<file path="src/rtl/mod_round_key_ctrl.sv">
// mod_round_key_ctrl: AES-256 round-key sequencer, sole master of the round-key ROM.
// Define ROUNDKEY_PREFETCH_EN to issue the next ROM read in the handshake cycle (2 cycles/key).
module mod_round_key_ctrl #(
    parameter int DATA_WIDTH = 128,
    parameter int ADDR_WIDTH = 4,
    parameter int NUM_KEYS   = 15
) (
    input  logic                  clk,
    input  logic                  resetn,
    input  logic                  start,
    input  logic                  dir,
    input  logic                  abort,
    output logic                  rom_en,
    output logic [ADDR_WIDTH-1:0] rom_addr,
    input  logic [DATA_WIDTH-1:0] rom_data,
    output logic [DATA_WIDTH-1:0] key_out,
    output logic [ADDR_WIDTH-1:0] round_idx,
    output logic                  key_valid,
    input  logic                  key_ready,
    output logic                  busy,
    output logic                  done
);
    typedef enum logic [2:0] {IDLE, FETCH, WAIT, PRESENT, DONE} state_t;
    localparam logic [ADDR_WIDTH-1:0] LAST = ADDR_WIDTH'(NUM_KEYS - 1);
    localparam logic [ADDR_WIDTH-1:0] ONE  = ADDR_WIDTH'(1);

    state_t                state, state_nxt;
    logic                  dir_q;
    logic [ADDR_WIDTH-1:0] ptr, cnt, ptr_step;
    logic                  hs, last;

    assign ptr_step  = dir_q ? ptr - ONE : ptr + ONE;
    assign hs        = (state == PRESENT) && key_ready;
    assign last      = (cnt == LAST);
    assign key_valid = (state == PRESENT);
    assign busy      = (state != IDLE);
    assign done      = (state == DONE);

    always_comb begin
        state_nxt = state;
        rom_en    = 1'b0;
        rom_addr  = ptr;
        case (state)
            IDLE:    state_nxt = start ? FETCH : IDLE;
            FETCH: begin
                rom_en    = 1'b1;
                state_nxt = WAIT;
            end
            WAIT:    state_nxt = PRESENT;
            PRESENT: if (key_ready) begin
`ifdef ROUNDKEY_PREFETCH_EN
                rom_en    = !last;
                rom_addr  = last ? ptr : ptr_step;
                state_nxt = last ? DONE : WAIT;
`else
                state_nxt = last ? DONE : FETCH;
`endif
            end
            DONE:    state_nxt = IDLE;
            default: state_nxt = IDLE;
        endcase
        // abort beats both the handshake and start; a prefetched read is simply dropped
        if (abort && state != IDLE) state_nxt = IDLE;
    end

    always_ff @(posedge clk) begin
        if (!resetn) begin
            state     <= IDLE;
            dir_q     <= 1'b0;
            ptr       <= '0;
            cnt       <= '0;
            key_out   <= '0;
            round_idx <= '0;
        end else begin
            state <= state_nxt;
            if (state == IDLE && start) begin
                dir_q <= dir;
                ptr   <= dir ? LAST : '0;
                cnt   <= '0;
            end
            if (state == WAIT && !abort) begin
                key_out   <= rom_data;
                round_idx <= ptr;
            end
            if (hs && !last && !abort) begin
                ptr <= ptr_step;
                cnt <= cnt + ONE;
            end
        end
    end
endmodule

</file>
<file path="config.mk">
export PLATFORM = sky130hd
export DESIGN_NAME = mod_round_key_ctrl
export DESIGN_NICKNAME = d
export VERILOG_FILES = /design/src/rtl/mod_round_key_ctrl.sv
export SDC_FILE = /design/constraint.sdc
export NUM_CORES = 1
export LEC_CHECK = 0
export BUFFER_PORTS_ARGS = -buffer_cell sky130_fd_sc_hd__buf_2
export CAP_MARGIN = 20
export CORE_AREA = 4 4 118 120
export CTS_BUF_LIST = sky130_fd_sc_hd__clkbuf_4 sky130_fd_sc_hd__clkbuf_8
export DETAILED_ROUTE_END_ITERATION = 12
export DIE_AREA = 0 0 122 124
export MAX_ROUTING_LAYER = met4
export PLACE_DENSITY = 0.85
export SYNTH_ARGS = -nofsm -noshare
export SYNTH_HDL_FRONTEND = slang
export SYNTH_SLANG_ARGS = --single-unit
</file>
<file path="constraint.sdc">
create_clock -name clk -period 1.85 [get_ports clk]
set_input_delay 0.185 -clock clk [delete_from_list [all_inputs] [get_ports clk]]
set_output_delay 0.185 -clock clk [all_outputs]
set_load 0.03 [all_outputs]
</file>
# After elaboration in Yosys (flattened, before gate mapping)
# Cells that the tools add are included.
# word_totals
register_bits	144
inputBits	134
elab_cells	39
output_inout_bits	140
# classes
n_eq_ne	6
bitwise	1
addsub	3
n_reduce_logical	12
muxes	11
# op_table
operator	count
two-way mux 4 bit	6
case mux 3 bit (4 select lines)	1
adder 4 x 1 -> 4 bit, second input constant	2
equality test 3 x 2 -> 1 bit, second input constant	2
logical AND 1 bit	6
two-way mux 3 bit	2
equality test 4 bit, second input constant	1
subtractor 4 x 1 -> 4 bit, second input constant	1
equality test 3 x 1 -> 1 bit, second input constant	1
equality test 3 bit, second input constant	1
zero test 3 bit	1
nonzero test 3 bit	1
zero test 1 bit	2
two-way mux 1 bit	2
!= test 2 x 1 -> 1 bit, second input constant	1
nonzero test 2 bit	1
OR reduction 2 bit	1
inverter 1 bit	1

# Longest topological paths before layout
# Gate-level depths: netlist (run 1).
# logic_depth
ltp_word	5
depth_mapped	7
ltp_nobuf	6

# Worst setup path after synthesis (run 1)
# OpenSTA, ideal clock, no wires.
# synth_path
path_kind	register to register
start	register cnt[0]
end	register cnt[3]
synth_period_minus_slack_ns	1.735
path_stages_with_launch	8
setup_time_ns	0.130
setup_slack_ns	0.115
t_required_ns	1.720
n_path_buf	1
arrival_ns	1.605
cell_sequence	dfxtp_1 inv_1 ha_1 and3_1 or3_4 buf_6 o2111ai_1 o41ai_2
# synth_between
elab_chain_len	5
elab_cells_between_ends	7
cone_classes	1 x add/sub; 1 x eq/ne; 1 x mux; 4 x reduce/logical
# synth_lines
item	line	text
start: declaration	29	logic [ADDR_WIDTH-1:0] ptr, cnt, ptr_step;
start signal: assignment	87	cnt <= cnt + ONE;
branches (longest 5 deep; another with adder 4 x 1 -> 4 bit)	-	
# Several ways; the timed one is not identified.
# A chain may end at the register's enable or synchronous reset.

# Worst setup path after layout (run 1)
# layout_path
start	register cnt[0]
end	register cnt[1]
# Same word-level chain as after synthesis.

==> results of run 1 <==
registers in the layout (all words and copies together), names as in the netlist:
register / count
cnt: 4
rom_addr: 4
key_out: 128
dir_q: 1
state: 3
round_idx: 4
cells in the mapped netlist (2+ instances only):
cell / n
ha_1: 4
inv_1: 5
a21o_1: 2
buf_2: 11
o21a_1: 2
nand2_1: 268
a21oi_1: 139
nand3_1: 9
clkbuf_1: 25
nor4b_1: 2
nand2b_1: 2
dfxtp_1: 144
buf_6: 11
nor3_1: 5
xnor2_1: 3
nor3b_1: 2
metal layers:
layer / GRT usage (%) / vias up
li1: - / 2873
met1: 27.7 / 2744
met2: 41.3 / 360
met3: 7.45 / 75
met4: 12.6 / 0
met5: - / -
repair_timing:
action	CTS	global route
gates resized for setup	0	3
hold buffers	126	0
hold endpoints to repair	126	0
endpoints found under the setup margin	0	5
path summary, 6_finish.rpt:
kind                                   end                startpoint  slack, ns  cells after the start
setup / recovery       cnt[1]$_SDFFE_PN0P_       cnt[0]$_SDFFE_PN0P_       0.08                      6
hold / removal    key_out[67]$_SDFFE_PN0P_              rom_data[67]       0.02                      3
setup reg to reg       cnt[1]$_SDFFE_PN0P_       cnt[0]$_SDFFE_PN0P_       0.08                      6
hold reg to reg   key_out[42]$_SDFFE_PN0P_  key_out[42]$_SDFFE_PN0P_       0.45                      2
stage by stage:
| step | cell area [um2] | power (uW) | hold WS [ns] | std cells | utilization, % |
|---|---|---|---|---|---|
| after detailed placement | 6750 | 4370 | 0.430 | 1064 | 52.0 |
| after global placement | 6750 | 4350 | 0.425 | 1064 | 52.0 |
| after CTS | 8400 | 7010 | 0.00670 | 1219 | 64.7 |
| final | 8410 | 7010 | 0.0207 | 1221 | 64.8 |
| after global routing | 8410 | 7290 | 0.00646 | 1220 | 64.8 |
| after floorplan | 5270 | 3990 | 0.321 | 652 | - |
area by class of cell:
cell class	count	area share [%]
Sequential cell	144	34.3
Timing Repair Buffer	410	33.2
Multi-Input combinational cell	454	24.9
Clock buffer	23	3.61
Tap cell	176	2.62
Clock inverter	6	0.981
Inverter	6	0.297
Antenna cell	2	0.0595
report_power, final:
group / switching, uW / total, uW / internal (uW)
Combinational: 718 / 1240 / 520
Sequential: 81.2 / 3310 / 3230
Clock: 1120 / 2470 / 1340
Total: 1920 / 7010 / 5090
worst max-delay path, stage by stage, from the launching register on:
cell and delay (ns):
dfxtp_2 0.35, inv_1 0.06, ha_1 0.22, and3_1 0.23
or3_4 0.42, or2_2 0.29, a21oi_1 0.12
kinds of logic (layout without fill, tap and decap cells):
family	count (synthesis)	count (layout)
flip-flops	144	144
XOR/XNOR	4	4
other	0	2
adder cells (fa/ha/maj)	5	5
AO/OA/AOI/OAI	148	148
buffers and inverters	54	445
AND/OR/NAND/NOR	297	297
==> flow_summary.json, run 1 <==
{
  "start_util_pct": 40.6,
  "total_leakage_power_uw": 0.00373,
  "synth_area_leaders": "dfxtp_1, nand2_1, a21oi_1, buf_6, clkbuf_1",
  "post_drt_via_cell_ratio": 4.96,
  "synth_edf_count": 0,
  "worstSetupPathType": "reg2reg",
  "endpoint_kind": "flop",
  "finish.net_count": 1172,
  "clkSinkCount": 144,
  "drt_iter0_markers": 443,
  "final.min_clock_period_ns": 1.77,
  "post_cts_buffers": 0,
  "synthCells": 652,
  "syn_to_final_growth_pct": 59.7,
  "die_w_um": 122,
  "hold_viol_final": 0,
  "core_mm2": 0.0130,
  "dr_wl_met3_um": 1700,
  "skew_ns": 0.00721,
  "cp_max_fo": 14,
  "grt_usage_pct": 25.0,
  "syn-cell-area_mm2": 0.00527,
  "cts_tree": "built",
  "fin_crit_sh_pct": 95.5,
  "clockBufferDepth": 2,
  "wl_per_cell_um": 15.5,
  "fmax_ghz": 0.566,
  "setup_tns_ns": 0,
  "multi_input_area_mm2": 0.00209,
  "grt_pass1_vias": 5888,
  "drive_gt1_share_pct": 30.9,
  "yosys_register_bits": 144,
  "critPathRequiredTime_ns": 2.23,
  "synth_top_area_share_pct": 54.7,
  "worstMarginPinSlew_ns": 0.367,
  "fill_cells": 966,
  "final_max_slew_viol_count": 0,
  "rows": 42,
  "synth_ff_type": "dfxtp_1",
  "finalSetupViolCount": 0,
  "synth_nets": 791,
  "boundaryPins": 274,
  "cts_root_buf": "clkbuf_8",
  "p_per_area_mw_per_mm2": 833,
  "post-place-ws_ns": 0.0485,
  "wl_met2_um": 9350,
  "grt.overflow.total": 0,
  "ff_latch_area_mm2": 0.00289,
  "syn_avg_cell_area_um2": 8.08,
  "grt_max_degree": 83,
  "synth_top_family_by_area": "simple AND/OR/NAND/NOR gates",
  "ys_types": 34,
  "yosysSeqAreaShare_pct": 54.7,
  "die-area_mm2": 0.0151,
  "cp_data_arrival_time_ns": 2.14,
  "vias": 6052,
  "place_congestion": 0.769,
  "final_cell_mix": "buf_2, nand2_1, dfxtp_1",
  "muxShareOfSynthArea_pct": 0,
  "clk_pin_slew_ns": 0.08,
  "dp_hpwl_um": 10500,
  "synth_warnings": 0,
  "h-tree-depth": 4,
  "slew-limit-headroom_pct": 75.2,
  "clk_latency_ns": 0.44,
  "wl_met1_um": 7170,
  "drc_errors": 0,
  "postRouteAntennaNets": 0,
  "die_h_um": 124,
  "highest_layer": "met4",
  "wl_um": 18900,
  "cp-start-kind": "flop",
  "layout_commonest_cell": "buf_2",
  "numCtsBuffers": 17,
  "vdd_drop_max_mv": 0.510,
  "grt_first_pass_wirelength_um": 28800,
  "io_buffers": 273,
  "synthArstFlopShare_pct": 0,
  "yosys.area_share.simple_pct": 22.9,
  "status": "finished, final reports clean",
  "synth_fa_ha_area_share_pct": 1.33,
  "cap_violations": 0,
  "synth_area_leader_cell": "dfxtp_1",
  "synth-xor-area-share_pct": 0.665,
  "setup_ws_ns": 0.0836,
  "min_path_type": "in2reg",
  "synth_compound_area_share_pct": 14.7,
  "antenna_found_initial": 1,
  "drt-pass1-iter-count": 5
}
(Power assumes the default switching activity.)
==> run 2, diff against run 1 <==
--- a/config.mk
+++ b/config.mk
@@ -7,12 +7,12 @@
 export LEC_CHECK = 0
 export BUFFER_PORTS_ARGS = -buffer_cell sky130_fd_sc_hd__buf_2
 export CAP_MARGIN = 20
-export CORE_AREA = 4 4 118 120
+export CORE_AREA = 4 4 111 113
 export CTS_BUF_LIST = sky130_fd_sc_hd__clkbuf_4 sky130_fd_sc_hd__clkbuf_8
 export DETAILED_ROUTE_END_ITERATION = 12
-export DIE_AREA = 0 0 122 124
+export DIE_AREA = 0 0 115 117
 export MAX_ROUTING_LAYER = met4
-export PLACE_DENSITY = 0.85
+export PLACE_DENSITY = 0.91
 export SYNTH_ARGS = -nofsm -noshare
 export SYNTH_HDL_FRONTEND = slang
 export SYNTH_SLANG_ARGS = --single-unit
==> constraint.sdc (replaced) <==
create_clock -name clk -period 2 [get_ports clk]
set_input_delay 0.2 -clock clk [delete_from_list [all_inputs] [get_ports clk]]
set_output_delay 0.2 -clock clk [all_outputs]
set_load 0.03 [all_outputs]
==> run 2 against run 1 <==
  * Non-clock buffer count down 2
  * Largest power group unchanged
  * Sequential cell count stayed put
  * Sequential power decreased by 7.3%
  * Sequential share of layout area rose by 0.078 points
==> flow_summary.json, run 2 (same netlist as run 1, synthesis figures left out) <==
{
  "status": "finished, final reports clean",
  "cp-start-kind": "flop",
  "grt_max_degree": 114,
  "reg2regPathDepth": 4,
  "fill_cells": 728,
  "slew-limit-headroom_pct": 65.7,
  "vdd_drop_max_mv": 0.993,
  "rsz0062_at_grt": "no",
  "hold_viol_final": 0,
  "io_buffers": 273,
  "worstSetupPathType": "reg2reg",
  "post_drt_via_cell_ratio": 5.36,
  "critical_path.startpoint": "state[1]$_SDFFE_PP0P_",
  "final_cell_mix": "buf_2, nand2_1, dfxtp_1",
  "cts_tree": "built",
  "start_util_pct": 46.6,
  "wl_um": 21000,
  "drc_errors": 0,
  "core_mm2": 0.0113,
  "h-tree-depth": 4,
  "post-route-util_pct": 74.1,
  "grt_first_pass_wirelength_um": 31400,
  "postRouteAntennaNets": 0,
  "cp_data_arrival_time_ns": 2.23,
  "timing.rr.start": "state[1]$_SDFFE_PP0P_",
  "grt_pass1_vias": 6193,
  "drt-pass1-iter-count": 8,
  "numCtsBuffers": 17,
  "endpoint_kind": "flop",
  "clk_latency_ns": 0.46,
  "largest_register_ffs": 128,
  "cts_resized": 0,
  "die_w_um": 115,
  "place_congestion": 0.821,
  "final.min_clock_period_ns": 1.87,
  "drive_gt1_share_pct": 30.7,
  "boundaryPins": 274,
  "clk_pin_slew_ns": 0.08,
  "finalSetupViolCount": 0,
  "final_max_slew_viol_count": 0,
  "die_h_um": 117,
  "critPathRequiredTime_ns": 2.36,
  "crit_path_end": "key_out[38]$_SDFFE_PN0P_",
  "cts_root_buf": "clkbuf_8",
  "skew_ns": 0.0104,
  "p_per_area_mw_per_mm2": 816,
  "fin_crit_sh_pct": 93.7,
  "total_leakage_power_uw": 0.00373,
  "grt.overflow.total": 0,
  "grt_usage_pct": 30.7,
  "antenna_found_initial": 2,
  "top_register": "key_out",
  "min_path_type": "in2reg",
  "setup_tns_ns": 0,
  "r2r-end": "key_out[38]$_SDFFE_PN0P_",
  "vias": 6382,
  "fmax_ghz": 0.533,
  "dp_hpwl_um": 10700,
  "cap_violations": 0,
  "ff_latch_area_mm2": 0.00288,
  "drt_iter0_markers": 877,
  "multi_input_area_mm2": 0.00209,
  "finish.net_count": 1170,
  "reg2reg_slack_ns": 0.13,
  "layout_commonest_cell": "buf_2",
  "cp_max_fo": 113,
  "worstMarginPinSlew_ns": 0.515,
  "wl_per_cell_um": 17.7,
  "clkSinkCount": 144,
  "rows": 39,
  "syn_to_final_growth_pct": 59.2,
  "clockBufferDepth": 2,
  "die-area_mm2": 0.0135
}
run 2: cell count changes in the layout (fill, tap and decap cells not counted), moves of 2 or more:
| cell | before | now |
|---|---|---|
| diode_2 | 2 | 4 |
| dfxtp_2 | 2 | 0 |
| buf_12 | 7 | 4 |
| dfxtp_1 | 142 | 144 |
| bufinv_16 | 2 | 4 |
run 2: worst min-delay path by stage:
stage                                    from                         to  slack [ns]  cells after the start
CTS                              rom_data[10]   key_out[10]$_SDFFE_PN0P_       0.006                      3
global placement    key_out[119]$_SDFFE_PN0P_  key_out[119]$_SDFFE_PN0P_        0.44                      2
global route                     rom_data[83]   key_out[83]$_SDFFE_PN0P_        0.03                      3
floorplan                        rom_data[10]   key_out[10]$_SDFFE_PN0P_        0.34                      2
detailed placement   key_out[23]$_SDFFE_PN0P_   key_out[23]$_SDFFE_PN0P_        0.44                      2
finish                           rom_data[10]   key_out[10]$_SDFFE_PN0P_        0.03                      3
run 2: through the flow:
step                setup WS, ns  std cells  hold slack, ns  total power (uW)  cell area (um2)
global placement           0.284       1029           0.438              4000             6660
detailed placement         0.223       1029           0.443              4020             6660
global route              0.0733       1189          0.0258              7070             8380
floorplan                  0.265        652           0.336              3690             5270
finish                     0.125       1191          0.0311              6850             8390
CTS                        0.220       1187         0.00590              6780             8380
run 2: critical path: stages, from the launching register on:
cell and delay (ns):
dfxtp_1 0.55, nor4b_4 0.34, buf_12 0.40, nand2_1 0.13, a21oi_1 0.25
run 2: area by class of cell:
type                    count  area share (%)
clock inverters             9            1.83
repair buffers            408            32.7
multi-input cells         454            24.9
well taps                 143            2.13
flip-flops and latches    144            34.4
diodes                      4           0.119
inverters                   6           0.298
clock buffers              23            3.62
run 2: metal layers:
| layer | track usage, % | share of wire, % | wire length (um) | vias to the layer above |
|---|---|---|---|---|
| li1 | - | - | - | 2877 |
| met1 | 31.9 | 35 | 7400 | 2945 |
| met2 | 51.5 | 50 | 10600 | 462 |
| met3 | 10.7 | 10 | 2140 | 98 |
| met4 | 15.9 | 4.4 | 920 | 0 |
| met5 | - | 0 | 0 | - |
run 2: timing repair:
| action | in CTS | in global routing |
|---|---|---|
| endpoints found under the hold margin | 126 | 0 |
| hold buffers | 126 | 0 |
| buffers inserted | 0 | 0 |
run 2: power by group:
part	internal [uW]	total [uW]	switching [uW]
combinational	466	1140	676
sequential	2980	3070	86.9
clock	1520	2640	1120
==> run 3, diff against run 2 <==
==> config.mk (replaced) <==
export PLATFORM = sky130hd
export DESIGN_NAME = mod_round_key_ctrl
export DESIGN_NICKNAME = d
export VERILOG_FILES = /design/src/rtl/mod_round_key_ctrl.sv
export SDC_FILE = /design/constraint.sdc
export NUM_CORES = 1
export LEC_CHECK = 0
export ABC_AREA = 1
export BUFFER_PORTS_ARGS = -buffer_cell sky130_fd_sc_hd__buf_2
export CAP_MARGIN = 20
export CORE_AREA = 4 4 112 114
export CTS_BUF_LIST = sky130_fd_sc_hd__clkbuf_4 sky130_fd_sc_hd__clkbuf_8
export DETAILED_ROUTE_END_ITERATION = 12
export DIE_AREA = 0 0 116 118
export MAX_ROUTING_LAYER = met4
export PLACE_DENSITY = 0.9
export SKIP_LAST_GASP = 1
export SYNTH_ARGS = -nofsm -noshare
export SYNTH_HDL_FRONTEND = slang
export SYNTH_SLANG_ARGS = --single-unit
==> run 3 against run 2 <==
  * Sequential power grew 6.5%
  * Synthesized cell count rose by 2.0%
  * Critical path depth up 2
  * Clock skew about the same
  * Setup slack improved by 0.14 ns
  * Final cell count down 9.6%
  * Area after synthesis grew 1.6%
  * Die area grew 1.7%
  * Clock power hardly changed
  * Largest power group unchanged
==> flow_summary.json, run 3 <==
{
  "cp_data_arrival_time_ns": 2.05,
  "yosysSeqAreaShare_pct": 53.8,
  "clockBufferDepth": 2,
  "worstSetupPathType": "reg2reg",
  "synth_fa_ha_area_share_pct": 1.31,
  "muxShareOfSynthArea_pct": 0,
  "status": "finished, final reports clean",
  "synth_warnings": 0,
  "seqPwrFrac_pct": 44.0,
  "min_path_type": "in2reg",
  "use_met3_pct": 6.27,
  "cap_violations": 0,
  "synth_ff_type": "dfxtp_1",
  "clkSinkCount": 144,
  "synth_area_leader_cell": "dfxtp_1",
  "io_buffers": 273,
  "finalSetupViolCount": 0,
  "cts_root_buf": "clkbuf_8",
  "whs_ns": 0.0449,
  "grt_first_pass_wirelength_um": 22000,
  "setup_tns_ns": 0,
  "syn_to_final_growth_pct": 35.4,
  "synth_area_leaders": "dfxtp_1, a21oi_1, o21ai_0, inv_1, clkbuf_1",
  "hold_viol_final": 0,
  "drt_iter0_markers": 383,
  "synthCells": 665,
  "top_usage_layer": "met2",
  "synth_top_family_by_area": "compound AO/OA/AOI/OAI gates",
  "layout_commonest_cell": "buf_2",
  "p_sw_uw": 2230,
  "synth_most_common_cell": "inv_1",
  "largest_register_ffs": 128,
  "dp_hpwl_um": 10500,
  "die_w_um": 116,
  "finish.net_count": 1061,
  "die-area_mm2": 0.0137,
  "p_per_area_mw_per_mm2": 1020,
  "critPathRequiredTime_ns": 2.31,
  "met2_usage_pct": 33.8,
  "setup_ws_ns": 0.261,
  "yosys_register_bits": 144,
  "h-tree-depth": 4,
  "p_sw_share_pct": 30.1,
  "netlist_top_cells_count": "inv_1, dfxtp_1, a21oi_1",
  "synth_top_area_share_pct": 53.8,
  "worstMarginPinSlew_ns": 0.475,
  "synth_nets": 804,
  "synth_edf_count": 0,
  "syn-cell-area_mm2": 0.00536,
  "postRouteAntennaNets": 0,
  "post-place-ws_ns": 0.333,
  "drive_gt1_share_pct": 33.8,
  "fin_crit_sh_pct": 86.9,
  "grt_pass1_vias": 4485,
  "wl_per_cell_um": 13.4,
  "rsz0062_at_grt": "no",
  "top_register": "key_out",
  "ys_types": 22,
  "place_congestion": 0.858,
  "vdd_drop_max_mv": 0.636,
  "diodes": 0,
  "synthArstFlopShare_pct": 0,
  "reg2regPathDepth": 6,
  "die_h_um": 118,
  "final_max_slew_viol_count": 0,
  "synth-xor-area-share_pct": 0.327,
  "endpoint_kind": "flop",
  "synth_compound_area_share_pct": 26.1,
  "total_leakage_power_uw": 0.00338,
  "post_cts_buffers": 0,
  "final.min_clock_period_ns": 1.74,
  "rows": 39,
  "clockPowerShare_pct": 35.5,
  "slew-limit-headroom_pct": 68.3,
  "grt.overflow.total": 0,
  "skew_ns": 0.0108,
  "comb_power_share_pct": 20.6,
  "grt_usage_pct": 20.8,
  "final_cell_mix": "buf_2, inv_1, dfxtp_1",
  "start_util_pct": 46.9,
  "cp-start-kind": "flop",
  "internal_power_uw": 5190,
  "grt_max_degree": 82,
  "syn_avg_cell_area_um2": 8.05,
  "dp.cells": 1045,
  "whs_path_depth": 3,
  "drc_errors": 0,
  "antenna_found_initial": 0,
  "cts_tree": "built",
  "cp_max_fo": 41,
  "fmax_ghz": 0.575,
  "boundaryPins": 274,
  "layout.cells.non_filler": 1077,
  "wl_um": 14400,
  "core_mm2": 0.0114,
  "post_drt_via_cell_ratio": 4.72,
  "clk_latency_ns": 0.43,
  "use_met1_pct": 23.5,
  "vias": 5086,
  "numCtsBuffers": 17,
  "drt-pass1-iter-count": 4,
  "yosys.area_share.simple_pct": 3.83,
  "clk_pin_slew_ns": 0.08
}
==> run 3: cell types whose count changed in the layout (fill, tap and decap cells not counted), moves of 3 or more <==
cell	before	now
inv_1	5	146
o21ai_0	1	135
dlygate4sd3_1	126	1
diode_2	4	0
nand2_1	268	22
nor3_1	5	2
nor2_1	1	6
==> run 3: cell type report <==
class | instances | area, um2
tap | 143 | 179
clock inverter | 10 | 183
sequential | 144 | 2880
fill | 962 | 4170
inverter | 146 | 548
clock buffer | 21 | 283
timing repair buffer | 282 | 1490
multi-input combinational | 331 | 1690
==> run 3: worst max-delay path, stage by stage (launching register included) <==
cell	delay (ns)
dfxtp_1	0.34
nor2_2	0.18
nand2_2	0.08
or2_4	0.41
buf_4	0.27
o21ai_0	0.24
a21oi_1	0.08
==> run 3: cells by family after synthesis <==
group                      Yosys count
buffers and inverters              190
AOI/OAI and AO/OA                  278
xor gates and xnor gates             2
and+or+nand+nor                     46
DFF                                144
adders and majority gates            5
==> run 3: per-layer routing <==
layer  wire length [um]  share of wire (%)  vias to the layer above
li1                   -                  -                     2635
met5                  0                  0                        -
met1               5750                 40                     2233
met3               1080                7.5                       34
met4                357                2.5                        0
met2               7260                 50                      184
==> run 3: power groups by stage <==
| stage | sequential [uW] | clock [uW] | combinational, uW |
|---|---|---|---|
| floorplan | 3820 | 0 | 532 |
| global placement | 3320 | 0 | 1500 |
| detailed placement | 3330 | 0 | 1530 |
| CTS | 3270 | 2690 | 1540 |
| global route | 3300 | 2840 | 1660 |
| finish | 3270 | 2640 | 1530 |
==> run 3: final timing paths <==
path / to / start / slack, ns
worst min-delay path: key_out[4]$_SDFFE_PN0P_ / rom_data[4] / 0.04
worst max register to register: key_out[111]$_SDFFE_PN0P_ / state[2]$_SDFFE_PP0P_ / 0.26
worst max-delay path: key_out[111]$_SDFFE_PN0P_ / state[2]$_SDFFE_PP0P_ / 0.26
worst min register to register: key_out[59]$_SDFFE_PN0P_ / key_out[59]$_SDFFE_PN0P_ / 0.44
==> run 3: metrics by stage <==
stage          total power (uW)  utilization, %  instance area [um2]
2_1_floorplan              4350               -                 5360
3_3_place_gp               4820            59.4                 6780
3_5_place_dp               4860            59.4                 6780
4_1_cts                    7500            63.5                 7250
5_1_grt                    7800            63.5                 7250
6_report                   7430            63.5                 7250
==> run 3: repair_timing <==
action                     4_1_cts  5_1_grt
hold buffers                     1        0
setup endpoints to repair        0        0
hold endpoints to repair         1        0
gates resized for setup          0        0
